### src/rtl/trigger_sequencer.sv
// Acquisition trigger sequencer: ARM/CAPTURE/GAP record timing over reps x hops,
// driven from a configuration snapshot taken when a run is accepted.
module trigger_sequencer #(
  parameter int CNT_WIDTH  = 25,
  parameter int GAP_CYCLES = 2
) (
  input  logic                 clk,
  input  logic                 rst_active_low,
  input  logic [CNT_WIDTH-1:0] trigger_repetitions,
  input  logic [CNT_WIDTH-1:0] trigger_samples,
  input  logic [CNT_WIDTH-1:0] trig_generator_hops,
  input  logic                 start,
  input  logic                 abort,
  input  logic                 sample_valid,
  output logic                 trigger,
  output logic                 record_active,
  output logic [CNT_WIDTH-1:0] sample_index,
  output logic [CNT_WIDTH-1:0] rep_index,
  output logic [CNT_WIDTH-1:0] hop_index,
  output logic                 hop_advance,
  output logic                 busy,
  output logic                 done,
  output logic                 cfg_error
);

  typedef enum logic [2:0] {
    S_IDLE,
    S_ARM,
    S_CAPTURE,
    S_GAP,
    S_FINISH
  } state_t;

  localparam logic [CNT_WIDTH-1:0] ONE = CNT_WIDTH'(1);
  localparam logic [CNT_WIDTH-1:0] GAP_LAST = CNT_WIDTH'(GAP_CYCLES - 1);

  state_t               state_q, state_d;
  logic [CNT_WIDTH-1:0] reps_q, reps_d;
  logic [CNT_WIDTH-1:0] samples_q, samples_d;
  logic [CNT_WIDTH-1:0] hops_q, hops_d;
  logic [CNT_WIDTH-1:0] sidx_q, sidx_d;
  logic [CNT_WIDTH-1:0] ridx_q, ridx_d;
  logic [CNT_WIDTH-1:0] hidx_q, hidx_d;
  logic [CNT_WIDTH-1:0] gap_q, gap_d;
  logic                 hadv_q, hadv_d;
  logic                 cfgerr_q, cfgerr_d;

  always_ff @(posedge clk or negedge rst_active_low) begin
    if (!rst_active_low) begin
      state_q   <= S_IDLE;
      reps_q    <= '0;
      samples_q <= '0;
      hops_q    <= '0;
      sidx_q    <= '0;
      ridx_q    <= '0;
      hidx_q    <= '0;
      gap_q     <= '0;
      hadv_q    <= 1'b0;
      cfgerr_q  <= 1'b0;
    end else begin
      state_q   <= state_d;
      reps_q    <= reps_d;
      samples_q <= samples_d;
      hops_q    <= hops_d;
      sidx_q    <= sidx_d;
      ridx_q    <= ridx_d;
      hidx_q    <= hidx_d;
      gap_q     <= gap_d;
      hadv_q    <= hadv_d;
      cfgerr_q  <= cfgerr_d;
    end
  end

  always_comb begin
    state_d   = state_q;
    reps_d    = reps_q;
    samples_d = samples_q;
    hops_d    = hops_q;
    sidx_d    = sidx_q;
    ridx_d    = ridx_q;
    hidx_d    = hidx_q;
    gap_d     = gap_q;
    hadv_d    = 1'b0;
    cfgerr_d  = 1'b0;
    unique case (state_q)
      S_IDLE: begin
        if (start) begin
          if (trigger_repetitions != '0 &&
              trigger_samples != '0) begin
            reps_d    = trigger_repetitions;
            samples_d = trigger_samples;
            hops_d    = (trig_generator_hops == '0) ?
                        ONE : trig_generator_hops;
            sidx_d    = '0;
            ridx_d    = '0;
            hidx_d    = '0;
            gap_d     = '0;
            state_d   = S_ARM;
          end else begin
            cfgerr_d = 1'b1;
          end
        end
      end
      S_ARM: state_d = S_CAPTURE;
      S_CAPTURE: begin
        if (sample_valid) begin
          if (sidx_q == samples_q - ONE) begin
            sidx_d = '0;
            gap_d  = '0;
            if (ridx_q < reps_q - ONE) begin
              ridx_d  = ridx_q + ONE;
              state_d = S_GAP;
            end else if (hidx_q < hops_q - ONE) begin
              ridx_d  = '0;
              hidx_d  = hidx_q + ONE;
              hadv_d  = 1'b1;
              state_d = S_GAP;
            end else begin
              state_d = S_FINISH;
            end
          end else begin
            sidx_d = sidx_q + ONE;
          end
        end
      end
      S_GAP: begin
        if (gap_q == GAP_LAST) begin
          gap_d   = '0;
          state_d = S_ARM;
        end else begin
          gap_d = gap_q + ONE;
        end
      end
      S_FINISH: state_d = S_IDLE;
      default:  state_d = S_IDLE;
    endcase
    // Abort freezes the indices where they stand and suppresses done.
    if (abort && state_q != S_IDLE) begin
      state_d = S_IDLE;
      sidx_d  = sidx_q;
      ridx_d  = ridx_q;
      hidx_d  = hidx_q;
      gap_d   = '0;
      hadv_d  = 1'b0;
    end
  end

  assign trigger       = (state_q == S_ARM);
  assign record_active = (state_q == S_CAPTURE);
  assign busy          = (state_q != S_IDLE);
  assign done          = (state_q == S_FINISH);
  assign hop_advance   = hadv_q;
  assign cfg_error     = cfgerr_q;
  assign sample_index  = sidx_q;
  assign rep_index     = ridx_q;
  assign hop_index     = hidx_q;

endmodule
### config.mk
export PLATFORM = sky130hd
export DESIGN_NAME = trigger_sequencer
export DESIGN_NICKNAME = d
export VERILOG_FILES = /design/src/rtl/trigger_sequencer.sv
export SDC_FILE = /design/constraint.sdc
export NUM_CORES = 1
export LEC_CHECK = 0
export CORE_MARGIN = 2
export CORE_UTILIZATION = 50
export CTS_BUF_LIST = sky130_fd_sc_hd__clkbuf_4 sky130_fd_sc_hd__clkbuf_8 sky130_fd_sc_hd__clkbuf_16
export DETAILED_ROUTE_END_ITERATION = 10
export PLACE_DENSITY = 0.82
export REMOVE_ABC_BUFFERS = 1
export SLEW_MARGIN = 20
export SYNTH_ARGS = -nofsm -noshare
export SYNTH_HDL_FRONTEND = slang
export SYNTH_SLANG_ARGS = --single-unit
### constraint.sdc
create_clock -name clk -period 4.4 [get_ports clk]
set_input_delay 0.66 -clock clk [delete_from_list [all_inputs] [get_ports clk]]
set_output_delay 0.66 -clock clk [all_outputs]
set_load 0.005 [all_outputs]
==> run_results.csv <==
group,metric,value,unit
routing,drt_iter0_markers,844,
placement,post-place-ws,-560,ps
sta,period_share,109,%
clock_network,path_clk_slew,70,ps
status,failed_checks,"negative setup slack",
logic_synthesis,synth_flop_cell,"dfrtp_1",
setup_path,critPathKind,"reg -> reg",
placement,hpwlAfterDp,22400,um
setup_path,worstPathMaxFanout,7,
sta,tightest_slew,860,ps
logic_synthesis,yosys_warnings,0,
setup_path,crit_path_frequent_cell,"buf_4",
global_route,track_usage,26.3,%
sta,finalHoldViolCount,0,
placement,dp.cells,1717,
routing,drc,0,
setup_path,worstPathCellList,"or3_1, nor2_2, nand2_1, or2_2, nand2b_1, buf_4, buf_4, nor2_1, xnor2_1, ha_1, a211oi_1, o211ai_1, o221ai_1, o211ai_1, a41oi_2, buf_4, nand4b_1, buf_6, clkbuf_16, or4_1, a21oi_1",
sta,finClkSkew,14.9,ps
logic_synthesis,synth-seq-area-share,40.1,%
placement,placedInstanceArea,0.0137,mm2
setup_path,crit_family,"simple AND/OR/NAND/NOR gates",
global_route,grt_max_degree,84,
global_route,grt_pass1_vias,10200,
logic_synthesis,async_flop_share,100,%
routing,first_pass_iters,5,
finish,fin_cells,1766,
floorplan,coreArea,0.0220,mm2
routing,via_per_inst,6.13,
placement,gp_congestion,0.895,
routing,vias,10800,
logic_synthesis,syn_area,0.0112,mm2
finish,final_util,68.7,%
power_and_ir_drop,p_per_area,478,mW/mm2
floorplan,pin_count,161,
sta,slew-limit-headroom,42.7,%
min_path,min_path_type,"in -> async",
placement,port_buffers,160,
floorplan,die_area,0.0237,mm2
power_and_ir_drop,vdd_drop_max,0.000337,V
status,status,"complete, but fails checks",
sta,rsz0062_at_grt,"true",
clock_network,cts_sinks,180,
sta,post-route-min-period,4790,ps
setup_path,worst_ep_required_time,4760,ps
setup_path,startpoint_type,"flip-flop",
global_route,grt_antenna_before_repair,0,
finish,fin_area,0.0151,mm2
sta,finalSetupViolations,47,
routing,ant_nets,0,
finish,syn_to_final_growth,34.2,%
floorplan,fp.dieW,154,um
logic_synthesis,synth_seq_cells,180,
logic_synthesis,synth_cell_types,62,
finish,nFillCells,1580,
floorplan,die_y,154,um
sta,worst_hold_slack,271,ps
clock_network,cts-root-buf,"clkbuf_16",
clock_network,numCtsBuffers,17,
routing,drt-total-wl,33200,um
clock_network,clk_path_buf_depth,2,
clock_network,cts_tree,"done",
finish,final_nets,1612,
run,drv_cap,0,
finish,drive_gt1_share,19.3,%
floorplan,rows,54,
sta,setup_ws,-389,ps
setup_path,setup.worst_path.end_class,"flip-flop",
setup_path,regToRegSetupSlack,-390,ps
setup_path,critPathMaxStageDelay,500,ps
setup_path,path_buf_inv,5,
logic_synthesis,synth-edff-count,0,
sta,max_freq,0.209,GHz
finish,diodes,0,
logic_synthesis,syn_inst,1250,
sta,final_max_slew_viol_count,0,
clock_network,clkLatencyLatePin,440,ps
power_and_ir_drop,fin_total_pwr,7.21,mW
global_route,grt_pass1_wl,50700,um
sta,setup-tns-final,-11680,ps
floorplan,start_util,51.2,%
routing,wire_per_inst,18.8,um
clock_network,htree_levels,4,
power_and_ir_drop,p_leak,6.30,nW
setup_path,cp.arrival,5150,ps
setup_path,slowest_stage,"or4_1",
logic_synthesis,syn_area_per_cell,8.99,um2
global_route,grt_overflow,0,
timing repair:
action / in CTS / in global routing
setup endpoints to repair: 53 / 52
gates cloned: 0 / 4
resized for setup: 40 / 100
pin swaps: 11 / 77
hold buffers: 0 / 0
buffers inserted: 5 / 12
layout make-up:
cell class                      count  area (um2)  share of cell area, %
Multi-Input combinational cell    999        7070                   46.9
Sequential cell                   180        4500                   29.9
Timing Repair Buffer              252        2470                   16.4
Clock buffer                       24         484                   3.21
Tap cell                          280         350                   2.32
Clock inverter                      5         103                  0.680
Inverter                           26        97.6                  0.647
cells in the final DEF, fill, tap and decap left out, drive strengths merged, types with 8 or more instances in the layout:
cell type        n
inv             26
and3            26
clkbuf          27
clkdlybuf4s50  159
nand4           32
and2            16
o31ai           24
buf             90
nand3b           8
or3             30
xor2            46
mux2            47
o21a             8
nor3            42
xnor2           58
nand3           42
nor4            41
nand2          166
nor2            89
a21oi           55
a31oi            9
or4             24
ha              56
dfrtp          180
o21ai           93
synth_stat cells, drive strengths merged (30+ instances only):
cell type | instances | share of area (%)
a21oi | 55 | 2.4
clkbuf | 36 | 1.2
dfrtp | 180 | 40
ha | 56 | 6.2
mux2 | 47 | 4.7
nand2 | 166 | 5.5
nand3 | 42 | 1.9
nand4 | 32 | 1.8
nor2 | 89 | 3.0
nor3 | 42 | 2.0
nor4 | 41 | 2.6
o21ai | 93 | 4.1
or3 | 30 | 1.7
xnor2 | 58 | 4.5
xor2 | 46 | 3.6
cells by family (layout without fill, tap and decap cells):
kind of cell / Yosys count / count (layout) / synth area share [%]
buf+inv: 71 / 307 / 2.43
fa+ha+maj: 56 / 56 / 6.23
mux: 52 / 52 / 5.15
simple gates: 550 / 550 / 25.2
xor+xnor: 104 / 104 / 8.11
flops: 180 / 180 / 40.1
compound gates: 237 / 237 / 12.8
sequential cells by signal (all words and copies together), names as in the netlist:
| signal | count |
|---|---|
| gap_q | 25 |
| hop_index | 25 |
| hop_advance | 1 |
| rep_index | 25 |
| reps_q | 25 |
| cfg_error | 1 |
| sample_index | 25 |
| hops_q | 25 |
| state_q | 3 |
| samples_q | 25 |
metal layers:
metal,vias up,part of all wire (%),GRT usage (%)
met4,0,3.0,9.61
met3,89,6.8,6.00
met5,-,0,0
met2,439,49,43.2
met1,5286,41,34.1
li1,5007,-,-
final timing paths:
kind                                start                to  cells after the start
max in group asynchronous  rst_active_low      rep_index[0]                      2
hold reg to reg                 gap_q[24]         gap_q[24]                      1
min in group clk                gap_q[24]         gap_q[24]                      1
setup reg to reg                hops_q[4]     hop_index[14]                     21
hold / removal             rst_active_low  sample_index[24]                      1
setup / recovery                hops_q[4]     hop_index[14]                     21
power by group:
| group | switching [mW] | total (mW) | leakage (nW) | internal [mW] |
|---|---|---|---|---|
| Combinational | 1.59 | 3.05 | 3.65 | 1.46 |
| Clock | 0.632 | 1.57 | 0.291 | 0.936 |
| Sequential | 0.536 | 2.58 | 2.36 | 2.05 |
| Total | 2.76 | 7.21 | 6.30 | 4.45 |
Note: power is estimated with default switching activity, not from simulation.
